File: src/rtl/fetch_pkg.sv
// Shared definitions for the instruction-fetch stage: bubble encoding,
// PC-redirect select encoding and the opcodes recognised by fetch predecode.
package fetch_pkg;

  localparam logic [31:0] NOP_INSTR = 32'h0000_0013;
  localparam logic [6:0]  OP_BRANCH = 7'b1100011;
  localparam logic [6:0]  OP_JAL    = 7'b1101111;

  // 2'b11 is reserved and deliberately left unnamed: it falls through as sequential.
  typedef enum logic [1:0] {
    PCSRC_SEQ    = 2'b00,
    PCSRC_TARGET = 2'b01,
    PCSRC_JALR   = 2'b10
  } pcsrc_e;

endpackage

File: src/rtl/fetch_predecode.sv
// Static branch predictor: JAL always taken, backward conditional branches
// taken, everything else falls through. Purely combinational.
module fetch_predecode
  import fetch_pkg::*;
#(
  parameter int DATA_WIDTH = 32,
  parameter int ADDR_WIDTH = 32
) (
  input  logic [DATA_WIDTH-1:0] instr,
  input  logic [ADDR_WIDTH-1:0] pc,
  output logic                  predTaken,
  output logic [ADDR_WIDTH-1:0] predTarget
);

  logic signed [ADDR_WIDTH-1:0] jImm;
  logic signed [ADDR_WIDTH-1:0] bImm;

  assign jImm = {{(ADDR_WIDTH-21){instr[31]}}, instr[31], instr[19:12], instr[20],
                 instr[30:21], 1'b0};
  assign bImm = {{(ADDR_WIDTH-13){instr[31]}}, instr[31], instr[7], instr[30:25],
                 instr[11:8], 1'b0};

  // Sign bit of the B-immediate is instr[31], so it doubles as the backward flag.
  always_comb begin
    predTaken  = 1'b0;
    predTarget = pc + $unsigned(bImm);
    if (instr[6:0] == OP_JAL) begin
      predTaken  = 1'b1;
      predTarget = pc + $unsigned(jImm);
    end else if (instr[6:0] == OP_BRANCH && instr[31]) begin
      predTaken  = 1'b1;
    end
  end

endmodule

File: src/rtl/fetch_stage.sv
// Instruction-fetch stage: PC register, next-PC select and IF/ID register.
// Define FETCH_STATIC_PREDICT_EN to add static branch prediction in fetch.
module fetch_stage
  import fetch_pkg::*;
#(
  parameter int                    DATA_WIDTH = 32,
  parameter int                    ADDR_WIDTH = 32,
  parameter logic [ADDR_WIDTH-1:0] RESET_PC   = '0
) (
  input  logic                  clk,
  input  logic                  rst,
  input  logic                  stallF,
  input  logic                  stallD,
  input  logic                  flushD,
  input  logic [1:0]            PCSrcE,
  input  logic [ADDR_WIDTH-1:0] PCTargetE,
  input  logic [ADDR_WIDTH-1:0] ALUResultE,
  output logic [ADDR_WIDTH-1:0] imem_addr,
  input  logic [DATA_WIDTH-1:0] imem_rdata,
  output logic [DATA_WIDTH-1:0] instrD,
  output logic [ADDR_WIDTH-1:0] PCD,
  output logic [ADDR_WIDTH-1:0] PCPlus4D,
  output logic                  validD,
  output logic                  predTakenD
);

  logic [ADDR_WIDTH-1:0] pcF;
  logic [ADDR_WIDTH-1:0] pcPlus4F;
  logic [ADDR_WIDTH-1:0] pcNextF;
  logic                  predTakenF;
  pcsrc_e                pcSrc;

`ifdef FETCH_STATIC_PREDICT_EN
  logic [ADDR_WIDTH-1:0] predTargetF;

  fetch_predecode #(
    .DATA_WIDTH(DATA_WIDTH),
    .ADDR_WIDTH(ADDR_WIDTH)
  ) uPredecode (
    .instr     (imem_rdata),
    .pc        (pcF),
    .predTaken (predTakenF),
    .predTarget(predTargetF)
  );
`else
  assign predTakenF = 1'b0;
`endif

  assign imem_addr = pcF;
  assign pcPlus4F  = pcF + ADDR_WIDTH'(4);
  assign pcSrc     = pcsrc_e'(PCSrcE);

  // Redirects outrank stallF: the wrong-path fetch is flushed by the hazard unit anyway.
  always_comb begin
    pcNextF = pcPlus4F;
    if (pcSrc == PCSRC_JALR) begin
      pcNextF = {ALUResultE[ADDR_WIDTH-1:1], 1'b0};
    end else if (pcSrc == PCSRC_TARGET) begin
      pcNextF = PCTargetE;
    end else if (stallF) begin
      pcNextF = pcF;
`ifdef FETCH_STATIC_PREDICT_EN
    end else if (predTakenF) begin
      pcNextF = predTargetF;
`endif
    end
  end

  // ---- IF stage: program counter ----
  always_ff @(posedge clk or posedge rst) begin
    if (rst) begin
      pcF <= RESET_PC;
    end else begin
      pcF <= pcNextF;
    end
  end

  // ---- IF/ID boundary: flush beats stall ----
  always_ff @(posedge clk or posedge rst) begin
    if (rst) begin
      instrD     <= DATA_WIDTH'(NOP_INSTR);
      PCD        <= '0;
      PCPlus4D   <= '0;
      validD     <= 1'b0;
      predTakenD <= 1'b0;
    end else if (flushD) begin
      instrD     <= DATA_WIDTH'(NOP_INSTR);
      PCD        <= '0;
      PCPlus4D   <= '0;
      validD     <= 1'b0;
      predTakenD <= 1'b0;
    end else if (!stallD) begin
      instrD     <= imem_rdata;
      PCD        <= pcF;
      PCPlus4D   <= pcPlus4F;
      validD     <= 1'b1;
      predTakenD <= predTakenF;
    end
  end

endmodule

File: config.mk
export PLATFORM = sky130hd
export DESIGN_NAME = fetch_stage
export DESIGN_NICKNAME = d
export VERILOG_FILES = /design/src/rtl/fetch_pkg.sv /design/src/rtl/fetch_predecode.sv /design/src/rtl/fetch_stage.sv
export SDC_FILE = /design/constraint.sdc
export NUM_CORES = 1
export LEC_CHECK = 0
export ABC_AREA = 0
export CORE_MARGIN = 2
export CORE_UTILIZATION = 26
export DETAILED_ROUTE_END_ITERATION = 10
export MAX_ROUTING_LAYER = met4
export PLACE_DENSITY = 0.53
export SLEW_MARGIN = 5
export SYNTH_ARGS = -nofsm -noshare
export SYNTH_HDL_FRONTEND = slang
export SYNTH_SLANG_ARGS = --single-unit
File: constraint.sdc
create_clock -name clk -period 7.8 [get_ports clk]
set_input_delay 1.56 -clock clk [delete_from_list [all_inputs] [get_ports clk]]
set_output_delay 1.56 -clock clk [all_outputs]
set_load 0.05 [all_outputs]
# Yosys cells after proc, flatten, opt, wreduce, memory -nomap -nowiden
# Cells that the tools add are included.
# totals
regBits	130
inputBits	103
word_cells	24
# op_classes
add_sub_neg	1
eq_ne	4
n_mux	13
# ops
operator	count
$mux 32	9
$add 32x3->32 const B	1
$mux 1	4
$ne 3x1->1 const B	1
$eq 2x1->1 const B	1
$eq 2x2->1 const B	1
$ne 2x1->1 const B	1

# Longest topological paths before layout
# logic_depth
depth_word	4
depth_mapped	9
ltp_nobuf	7

# Least setup slack after synthesis
# Ideal clock, no wire load.
# synth_path
kind	input port to flip-flop
startpoint	in PCSrcE[0]
endpoint	reg pcF[11], in the netlist imem_addr[11]
arrival_ps	2924
required_ps	7674
slack_ps	4750
path_stages	8
n_path_buf	2
path_cell_list	inv_1 > ha_1 > clkbuf_1 > or2_2 > nor2_1 > clkbuf_1 > a21oi_1 > o32a_1
# synth_via
elab_chain_len	3
# synth_lines
item	line	text
start: declaration	fetch_stage.sv:15	input logic [1:0] PCSrcE,
$eq 2x1->1	fetch_stage.sv:58	end else if (pcSrc == PCSRC_TARGET) begin
$mux 32	fetch_stage.sv:58	
$mux 32	fetch_stage.sv:56	if (pcSrc == PCSRC_JALR) begin
end signal: assignment	fetch_stage.sv:74	pcF <= pcNextF;
end: declaration	fetch_stage.sv:27	logic [ADDR_WIDTH-1:0] pcF;
# Parallel ways exist; a longest one is shown, timed or not.
# A chain may end at the register's enable or synchronous reset.

# Final worst setup path
# layout_path
startpoint	in PCSrcE[1]
endpoint	reg pcF[24], in the netlist imem_addr[24]
# The elaborated chain is that of the path after synthesis.

==> summary.md <==
| Metric | Value |
|---|---|
| Vias per cell | `between 4 and 5` |
| Largest net degree at the start of global routing | `73` |
| Startpoint Class | `input pin` |
| Setup bufs post-CTS | `0` |
| RePlAce Congestion | `0.798` |
| Final clock skew | `18.8 ps` |
| Later-pin clock latency in the skew report | `420 ps` |
| Post-DR wirelength/cell | `18.9 microns` |
| Final critical-path share of the clock period | `49.8%` |
| Cell Pwr Density | `230 nW/um^2` |
| Yosys warns | `0` |
| IO buf count | `230` |
| Share of cells above drive strength 1 | `about 7.7%` |
| Worst EP arrival | `4190 ps` |
| Status | `complete, no violations` |
| Vias in the first global route | `5768` |
| 1st-pass router iterations | `5` |
| Critical path required time | `8110 ps` |
| Critical path's top delay family | `simple AND/OR/NAND/NOR gates` |
| Area grow syn2layout | `46.5%` |
| Hold Crit Class | `flip-flop to flip-flop` |
| CTS buffer count | `17` |
| Mean Syn Cell Area | `9.80 sq um` |
| Number of max-cap violations | `0` |
| Via count | `just under 6000` |
| Most frequent cells in the layout | `228 x clkdlybuf4s50_1, 124 x dfrtp_1, 93 x nor2_1` |
| Leak | `a little over 4 nW` |
| DRT iter0 DRCs | `366` |
| Crit path top cell by count | `nor2_1` |
| RSZ-0062 raised after global routing | `no` |
| CTS Sinks | `between 100 and 150` |
| Largest stage delay, worst path | `960 ps` |
| Fmax | `258 MHz` |
| Number of buffers and inverters on the critical path | `2` |
| I/O pins | `233` |
| Unique masters post-synth | `59` |
| WS Path Type | `input pin to flip-flop` |
| Final #Nets | `987` |
| WL final | `23200 microns` |
| Area contributors post-synth | `dfrtp_1 46%, mux2i_1 10%, nor2_1 5.2%` |
| First-pass GRT wire length | `35000 microns` |
| Crit path time final | `3880 ps` |
| Top FF cell, synth | `dfrtp_1` |
| Post-synth top area share | `46.4%` |
| Post-Syn Nets | `788` |
| Detail Route Antenna Nets | `0` |
| FP Rows | `58` |
| Pins Over Slew Limit | `0` |
| Synth area leader | `dfrtp_1` |
| Final setup TNS | `0 ps` |
| Sequential share of the synthesized area | `47.6%` |
| Die W | `about 160 microns` |
| Die area | `27000 sq um` |
| Resize count post-CTS | `0` |
| Post-Syn Instances | `682` |
| Clock transition at path regs | `60 ps` |
| Starting Density | `26.5%` |
| Initial antenna violation count | `4` |
| Cell Area, Placed | `between 9000 and 10000 sq um` |
| GRT Overall Usage | `between 10% and 20%` |
| Seq cells post-synth | `127` |
| Setup violators final | `0` |
| Core region area | `between 20000 and 30000 sq um` |
| Clock tree from TritonCTS | `built` |
| Worst slew pin tran | `1220 ps` |
| Post-synth EDFFs | `0` |
| Reg2Reg Launch Point | `imem_addr[2]` |
| CP Max Fanout | `13` |
| Hold_sp | `PCPlus4D[4]` |
| Crit path cell chain | `clkdlybuf4s50_1 -> inv_1 -> ha_1 -> or2_2 -> nor2_1 -> nor2_1 -> o22a_1` |
| Height of the die | `164 microns` |
| Crit end category | `flip-flop` |
| GRT overflow | `0` |
| Post-route cell area | `between 9000 and 10000 sq um` |
| Mapped Area | `~6700 sq um` |
| Max clock buf depth | `2` |
| Maximum vdd drop | `120 uV` |
| Async S/R FF share, synth | `100%` |
| H-tree depth | `4` |
| Relative slew slack | `18.5%` |
| Hold Vio Cnt, Final | `0` |
| Post-DP HPWL | `15900 microns` |
| Hold Buf Count CTS | `0` |
| Clock Tree Root | `clkbuf_16` |
| Crit path launch | `PCSrcE[1]` |
| Most common cell after layout, fill and taps aside | `clkdlybuf4s50_1` |
| Number of remaining DRC errors | `0` |
| CP max stage cell | `nor2_1` |
-- cells by family (layout without fill, tap and decap cells) --
logic type                 Yosys count  after routing  synth area share [%]
AOI/OAI and AO/OA                  143            143                  14.8
DFF                                127            127                  47.6
other                                1              5                0.0561
and+or+nand+nor                    221            221                  17.0
adders and majority gates            3              3                 0.562
muxes                               73             73                  11.0
xor gates and xnor gates            25             25                  3.28
buffers and inverters               89            300                  5.73
-- cells in the mapped netlist, types with 4 or more instances --
library cell,instances
buf_1,4
nor2_1,93
nor2b_1,4
nor3_2,4
nand4_1,9
nor3b_1,4
a22oi_1,9
a2111oi_1,4
nand2_1,39
a21oi_1,47
nor4_1,8
o22ai_1,7
a211oi_1,6
xnor2_1,20
buf_4,9
buf_2,12
o21ai_0,15
a31oi_1,5
dfrtp_1,124
nand2b_1,8
a211o_1,4
nand3_1,11
a2bb2oi_1,6
mux2i_1,70
nor3_1,16
a22o_1,7
inv_1,30
and4_1,5
and3_1,5
o21a_1,12
clkbuf_1,34
xor2_1,5
-- area by class of cell --
class / instances / area, sq um
Clock buffer: 18 / 439
Tap cell: 330 / 413
Sequential cell: 127 / 3180
Clock inverter: 13 / 140
Antenna cell: 4 / 10.0
Timing Repair Buffer: 239 / 2370
Inverter: 30 / 118
Fill cell: 2512 / 15400
Multi-Input combinational cell: 466 / 3130
-- worst paths after layout --
kind / end / slack [ps] / depth (start not counted)
max: imem_addr[24] / 3920 / 7
min: PCPlus4D[4] / 510 / 2
max reg2reg: PCPlus4D[30] / 5150 / 6
min reg2reg: PCPlus4D[4] / 510 / 2
max in group asynchronous: PCD[28] / 4840 / 3
min in group asynchronous: instrD[12] / 1590 / 2
-- flip-flops by register name, summed over array words and instances, names as in the netlist --
signal / flops
PCPlus4D: 30
instrD: 32
PCD: 32
validD: 1
imem_addr: 32
-- tightest hold or removal path, delay by kind of cell (launching register included) --
kind	cells	cell delay [ps]
AND/OR/NAND/NOR	1	70
flip-flops	1	340
AO/OA/AOI/OAI	1	60
-- metal layers --
metal / global-route usage [%] / up-vias / share of wire [%]
met4: 3.91 / 0 / 0.45
met1: 23.7 / 2808 / 47
met5: - / - / 0
met2: 27.0 / 191 / 45
li1: - / 2814 / -
met3: 4.44 / 7 / 7.3
-- where the power goes --
group | internal (W) | total, W | switching (W)
clock | 0.000478 | 0.000795 | 0.000317
sequential | 0.000721 | 0.000812 | 0.0000912
combinational | 0.000243 | 0.000643 | 0.000400
total | 0.00144 | 0.00225 | 0.000808
-- stage by stage --
| stage | utilization [%] | hold slack [ps] | total power, W | setup slack (ps) | cells |
|---|---|---|---|---|---|
| floorplan | - | 721 | 0.00122 | 2860 | 682 |
| global placement | 36.6 | 498 | 0.00147 | 3560 | 1192 |
| detailed placement | 36.6 | 507 | 0.00147 | 3540 | 1192 |
| CTS | 38.9 | 521 | 0.00228 | 3980 | 1223 |
| global route | 38.9 | 534 | 0.00236 | 3850 | 1227 |
| finish | 38.9 | 512 | 0.00225 | 3920 | 1227 |
(Power assumes the default switching activity.)
